**config.mk**
```make
export PLATFORM = sky130hd
export DESIGN_NAME = hist_acq_sequencer
export DESIGN_NICKNAME = d
export VERILOG_FILES = /design/src/rtl/hist_acq_sequencer.sv
export SDC_FILE = /design/constraint.sdc
export NUM_CORES = 1
export LEC_CHECK = 0
export CAP_MARGIN = 10
export CELL_PAD_IN_SITES_DETAIL_PLACEMENT = 1
export CELL_PAD_IN_SITES_GLOBAL_PLACEMENT = 1
export CORE_ASPECT_RATIO = 0.8
export CORE_MARGIN = 5
export CORE_UTILIZATION = 40
export DETAILED_ROUTE_END_ITERATION = 7
export PLACE_DENSITY = 0.85
export SLEW_MARGIN = 20
export SYNTH_ARGS = -nofsm -noshare
export SYNTH_HDL_FRONTEND = slang
export SYNTH_SLANG_ARGS = --single-unit
```
**constraint.sdc**
```tcl
create_clock -name clkin -period 4.6 [get_ports clkin]
set_input_delay 0.69 -clock clkin [delete_from_list [all_inputs] [get_ports clkin]]
set_output_delay 0.69 -clock clkin [all_outputs]
set_load 0.02 [all_outputs]
```
**src/rtl/hist_acq_sequencer.sv**
```systemverilog
`default_nettype none
// +--------------------------------------------------------------------------+
// | Module : hist_acq_sequencer                                              |
// | Brief  : clear / gate / settle / stream sequencer for the histogram path |
// | Rev    : 1.0  initial release                                            |
// +--------------------------------------------------------------------------+
module hist_acq_sequencer #(
  parameter int NBINS         = 8,
  parameter int NIPI          = 64,
  parameter int CLR_CYCLES    = 3,
  parameter int SETTLE_CYCLES = 4,
  parameter int AW            = 7
) (
  input  logic          clkin,
  input  logic          rst,
  input  logic          start,
  input  logic          abort,
  input  logic [31:0]   run_cycles,
  output logic          resethist,
  output logic          acq_enable,
  output logic [AW-1:0] bin_addr,
  input  logic [31:0]   bin_data,
  output logic [31:0]   rd_data,
  output logic          rd_valid,
  input  logic          rd_ready,
  output logic          rd_last,
  output logic          busy,
  output logic          done,
  output logic [2:0]    state_dbg
);

  typedef enum logic [2:0] {
    S_IDLE   = 3'd0,
    S_CLEAR  = 3'd1,
    S_RUN    = 3'd2,
    S_SETTLE = 3'd3,
    S_FETCH  = 3'd4,
    S_SEND   = 3'd5
  } state_t;

  localparam int PMAX = (CLR_CYCLES > SETTLE_CYCLES) ? CLR_CYCLES : SETTLE_CYCLES;
  localparam int PW   = (PMAX > 1) ? $clog2(PMAX) : 1;

  localparam logic [PW-1:0] c_clr_last    = PW'(CLR_CYCLES - 1);
  localparam logic [PW-1:0] c_settle_last = PW'(SETTLE_CYCLES - 1);
  localparam logic [AW-1:0] c_last_addr   = AW'(NBINS + NIPI - 1);

  state_t          r_state;
  state_t          w_next;
  logic [PW-1:0]   r_phase;
  logic [31:0]     r_run_cnt;
  logic            r_resethist;
  logic            r_acq_en;
  logic [AW-1:0]   r_bin_addr;
  logic [31:0]     r_rd_data;
  logic            r_rd_valid;
  logic            r_rd_last;
  logic            r_done;
  logic            w_abort;
  logic            w_hs;

  assign w_abort = abort && (r_state != S_IDLE);
  assign w_hs    = (r_state == S_SEND) && r_rd_valid && rd_ready;

  always_ff @(posedge clkin or posedge rst) begin
    if (rst) begin
      r_state <= S_IDLE;
    end else begin
      r_state <= w_next;
    end
  end

  always_comb begin
    w_next = r_state;
    unique case (r_state)
      S_IDLE: begin
        if (start && !abort) begin
          w_next = S_CLEAR;
        end
      end
      S_CLEAR: begin
        if (r_phase == c_clr_last) begin
          w_next = (r_run_cnt != 32'd0) ? S_RUN : S_SETTLE;
        end
      end
      S_RUN: begin
        if (r_run_cnt <= 32'd1) begin
          w_next = S_SETTLE;
        end
      end
      S_SETTLE: begin
        if (r_phase == c_settle_last) begin
          w_next = S_FETCH;
        end
      end
      S_FETCH: begin
        w_next = S_SEND;
      end
      S_SEND: begin
        if (w_hs) begin
          w_next = r_rd_last ? S_IDLE : S_FETCH;
        end
      end
      default: begin
        w_next = S_IDLE;
      end
    endcase
    if (w_abort) begin
      w_next = S_IDLE;
    end
  end

  always_ff @(posedge clkin or posedge rst) begin
    if (rst) begin
      r_phase     <= '0;
      r_run_cnt   <= 32'd0;
      r_resethist <= 1'b0;
      r_acq_en    <= 1'b0;
      r_bin_addr  <= '0;
      r_rd_data   <= 32'd0;
      r_rd_valid  <= 1'b0;
      r_rd_last   <= 1'b0;
      r_done      <= 1'b0;
    end else begin
      // Gate outputs are decoded from the next state so they flip exactly with the state.
      r_resethist <= (w_next == S_CLEAR);
      r_acq_en    <= (w_next == S_RUN);
      r_done      <= w_hs && r_rd_last && !w_abort;

      if (((r_state == S_CLEAR) || (r_state == S_SETTLE)) && (w_next == r_state)) begin
        r_phase <= r_phase + PW'(1);
      end else begin
        r_phase <= '0;
      end

      if ((r_state == S_IDLE) && (w_next == S_CLEAR)) begin
        r_run_cnt <= run_cycles;
      end else if ((r_state == S_RUN) && (r_run_cnt != 32'd0)) begin
        r_run_cnt <= r_run_cnt - 32'd1;
      end

      // The address advances as soon as a word is captured, so the registered bin mux
      // has the next bin ready by the following FETCH even with rd_ready tied high.
      if (w_next == S_SETTLE) begin
        r_bin_addr <= '0;
      end else if ((r_state == S_FETCH) && (r_bin_addr != c_last_addr)) begin
        r_bin_addr <= r_bin_addr + AW'(1);
      end

      if (w_abort) begin
        r_rd_valid <= 1'b0;
        r_rd_last  <= 1'b0;
      end else if (r_state == S_FETCH) begin
        r_rd_data  <= bin_data;
        r_rd_valid <= 1'b1;
        r_rd_last  <= (r_bin_addr == c_last_addr);
      end else if (w_hs) begin
        r_rd_valid <= 1'b0;
        r_rd_last  <= 1'b0;
      end
    end
  end

  assign resethist  = r_resethist;
  assign acq_enable = r_acq_en;
  assign bin_addr   = r_bin_addr;
  assign rd_data    = r_rd_data;
  assign rd_valid   = r_rd_valid;
  assign rd_last    = r_rd_last;
  assign done       = r_done;
  assign busy       = (r_state != S_IDLE);
  assign state_dbg  = r_state;

endmodule
`default_nettype wire

```
# --- Word-level counts from Yosys, hierarchy flattened ---
# Index checks and enable logic that the tools add are counted.
# Widths: inputs -> output; s select.
totals:
  reg_bits: 81
  in_bits: 69
  out_inout_bits: 48
  wordCells: 67
op_classes:
  add_sub_neg: 3
  magnitude_cmp: 1
  n_eq_ne: 13
  mux: 19
  bitwise: 1
  n_reduce_logical: 20
op_table:
  columns: ["operator", "count"]
  rows:
  - ["$mux 32", 2]
  - ["$le 32x1->1 const B", 1]
  - ["$reduce_bool 32->1", 1]
  - ["$sub 32x1->32 const B", 1]
  - ["$mux 3", 7]
  - ["$pmux 3 s6", 1]
  - ["$mux 7", 2]
  - ["$eq 3x2->1 const B", 4]
  - ["$logic_and 1x1->1", 10]
  - ["$add 7x1->7 const B", 1]
  - ["$eq 7x7->1 const B", 1]
  - ["$ne 7x7->1 const B", 1]
  - ["$eq 3x1->1 const B", 2]
  - ["$eq 3x3->1 const B", 2]
  - ["$mux 1", 6]
  - ["$reduce_bool 3->1", 2]
  - ["$eq 2x2->1 const B", 2]
  - ["$reduce_bool 2->1", 2]
  - ["$eq 3x3->1", 1]
  - ["$logic_not 3->1", 1]
  - ["$add 2x1->2 const B", 1]
  - ["$logic_not 1->1", 2]
  - ["$mux 2", 1]
  - ["$reduce_and 2->1", 1]
  - ["2 further kinds", 2]

# --- Depth between registers and ports, before layout ---
logic_depth:
  word_depth: 9
  ltp_mapped: 9
  depth_no_buf: 7

# --- Worst setup path after synthesis ---
# Ideal clock, no wire load.
synth_path:
  path_type: "reg2reg"
  startpoint: "reg r_run_cnt[0]"
  endpoint: "reg r_run_cnt[12]"
  setup_ns: 0.126
  arrival_time_ns: 2.201
  t_required_ns: 4.474
  setup_slack_ns: 2.272
  stages_incl_launch_ff: 9
  n_path_buf: 1
  period_less_slack_ns: 2.328
  cell_sequence: "dfrtp_1 > inv_1 > ha_1 > or4b_2 > nor4_4 > a21oi_2 > buf_6 > mux2i_1 > a221o_1"
synth_via:
  elab_chain_len: 8
  word_cells_on_any_way: 14
  cone_classes: "add/sub: 1; order compare: 1; eq/ne: 1; mux: 7; reduce/logical: 4"
synth_rtl:
  columns: ["item", "line_no", "source"]
  rows:
  - ["start: declaration", "51", "logic [31:0] r_run_cnt;"]
  - ["start signal: assignment", "137", "r_run_cnt <= run_cycles;"]
  - ["start signal: assignment", "139", "r_run_cnt <= r_run_cnt - 32'd1;"]
  - ["branches (longest 8 deep; another with $le 32x1->1)", null, null]
# Parallel ways; which one is timed is not known. The select of a mux whose other input is x is not followed.
# A chain may end at the register's enable or synchronous reset.

# --- Worst setup path after layout ---
layout_path:
  startpoint: "reg r_run_cnt[0]"
  endpoint: "reg r_run_cnt[0]"
# Same word-level chain as after synthesis.

==> qor.csv <==
metric,value,unit
status,"complete, no violations",
grt_max_degree,52,
cts_setup_buffers,0,
combPwrFrac,32.0,%
layout.nets,599,
diodes,0,
fin_crit,3.00,ns
antenna_found_initial,0,
cts.sinks,81,
fill_cells,1190,
critPathCaptureType,flop,
htreeDepth,3,
hold_depth,1,
worstPathRequired,4.79,ns
p_int,1.88,mW
grt_pass1_wl,21.9,mm
synth_top_area_share,46.8,%
row_count,34,
layout-drive-gt1-share,13.4,%
netlist_area,4340,um2
placed_cells,657,
vias_per_cell,5.70,
vias,3833,
p_switching,1.09,mW
async_reset_ff_share,100,%
finalCritPeriodShare,65.3,%
arrival,3.19,ns
clockPowerShare,28.0,%
io_pins,117,
dr.pass1.iters,4,
drtAntennaViolNets,0,
relSlewSlack,37.4,%
avgSynthCellArea,10.4,um2
ys_seq_elements,81,
synth_most_common_cell,dfrtp_1,
portBuffers,116,
drt_iter0_drc,262,
setup_tns,0,ns
p_leak,2.40,nW
track_usage,20.9,%
remaining_drc_errors,0,
die_h,103,um
rsz0062_at_grt,false,
drt-total-wl,13.5,mm
setup_viol,0,
synth_warnings,0,
power_density,504,nW/um2
synth_edf_count,0,
stdcell_count,673,
start_util,40.4,%
synthTopCellsByArea,"dfrtp_1, mux2_2, nand2_1, nand3_1, nor2_1",
die_x,126,um
cts.hold.buffers_added,0,
root_buffer,clkbuf_16,
max_freq,0.333,GHz
critPathLaunchType,flop,
gp_congestion,0.822,
routedWlPerCell,20.1,um
multi_input_area,2120,um2
grt_pass1_vias,4149,
syn-instance-count,418,
overflow,0,
area_delta_synth_final,36.0,%
critPathMaxFanout,31,
clockBufferDepth,2,
skew,0.0157,ns
timing_hold_violations_final,0,
synth.net_count,493,
post_cts_resized,0,
clock_latency,0.34,ns
min_path_type,reg2reg,
seqCellArea,2030,um2
clkTransAtPathRegs,0.06,ns
maxCapViolations,0,
cts_tree,built,
peakVddDrop,0.321,mV
coreArea,10700,um2
hpwlAfterDp,9.90,mm
die-area,13000,um2
synth_ff_type,dfrtp_1,
yosys.area.top_type,dfrtp_1,
worstSetupPathType,reg2reg,
seq_area_frac_synth,46.8,%
tightest_slew,0.940,ns
swShare,36.7,%
power_frac_seq,40.0,%
maxSlewViolCount,0,
synth_cell_types,58,
synthTopCellsByCount,"dfrtp_1, nand2_1, mux2_2",
cts_buffers,9,
rr_worst_depth,8,
## final cells by class
type | count | share of cell area (%)
Clock buffer | 10 | 3.88
Multi-Input combinational cell | 302 | 35.9
Sequential cell | 81 | 34.4
Inverter | 10 | 0.658
Clock inverter | 6 | 1.93
Timing Repair Buffer | 120 | 20.2
Tap cell | 144 | 3.06
## cell families (layout without fill, tap and decap cells)
family | Yosys count | after routing | synth area share [%]
and+or+nand+nor | 173 | 173 | 22.1
DFF | 81 | 81 | 46.8
AOI/OAI and AO/OA | 76 | 76 | 13.3
muxes | 40 | 40 | 10.2
buffers and inverters | 35 | 146 | 4.50
xor gates and xnor gates | 7 | 7 | 1.41
adders and majority gates | 6 | 6 | 1.73
## worst max-delay path, cell delays in order (launching register included)
cell and delay, ns:
dfrtp_1 0.43, inv_1 0.15, ha_1 0.21, or4b_2 0.66, nor4_4 0.27, a21oi_2 0.10
buf_4 0.26, nor2_1 0.63, a21oi_1 0.15
## routing by layer
metal	wire, um	part of all wire (%)	GRT usage, %
met1	5710	42	26.2
met2	7000	52	37.2
met3	654	4.8	4.35
met4	161	1.2	5.77
met5	0	0	0
## power by group through the flow
stage / logic (mW) / clock network, mW / registers (mW)
after detailed placement: 0.946 / 0 / 1.19
after global placement: 0.908 / 0 / 1.17
final: 0.950 / 0.834 / 1.19
after floorplan: 0.593 / 0 / 1.16
after CTS: 0.958 / 0.848 / 1.18
after global routing: 1.04 / 0.879 / 1.24
## cells in the final DEF (no fill, tap or decap), types with 7 or more instances in the layout
master | synthesis | final
clkdlybuf4s50_1 | 0 | 116
dfrtp_1 | 81 | 81
nand2_1 | 42 | 42
mux2_2 | 33 | 33
nor2_1 | 25 | 24
nand3_1 | 24 | 24
nor3_1 | 16 | 16
nor4_1 | 10 | 10
inv_1 | 10 | 9
clkbuf_16 | 0 | 9
a211o_1 | 8 | 8
o21ai_0 | 7 | 7
a21oi_1 | 7 | 7
mux2i_1 | 7 | 7
## per-stage QoR
stage	hold WS (ns)	area [um2]	setup slack [ns]	total power, mW	utilization, %
after floorplan	0.438	4340	1.83	1.75	-
after global placement	0.456	5550	1.71	2.08	51.8
after detailed placement	0.492	5550	1.63	2.14	51.8
after CTS	0.501	5900	1.60	2.99	55.0
after global routing	0.528	5900	1.43	3.15	55.0
final	0.499	5900	1.60	2.97	55.0
## flip-flops by register name, indices dropped and copies added, names as in the netlist
name,count
state_dbg,3
bin_addr,7
resethist,1
rd_data,32
acq_enable,1
rd_valid,1
r_run_cnt,32
done,1
rd_last,1
r_phase,2
## final timing paths
check / from / to / slack [ns]
max: r_run_cnt[0] / r_run_cnt[0] / 1.60
min: r_phase[0] / r_phase[0] / 0.50
max reg2reg: r_run_cnt[0] / r_run_cnt[0] / 1.60
min reg2reg: r_phase[0] / r_phase[0] / 0.50
max in group asynchronous: rst / state_dbg[0] / 2.78
min in group asynchronous: rst / rd_data[12] / 0.87
No activity file was read; power rests on OpenSTA's default activity.
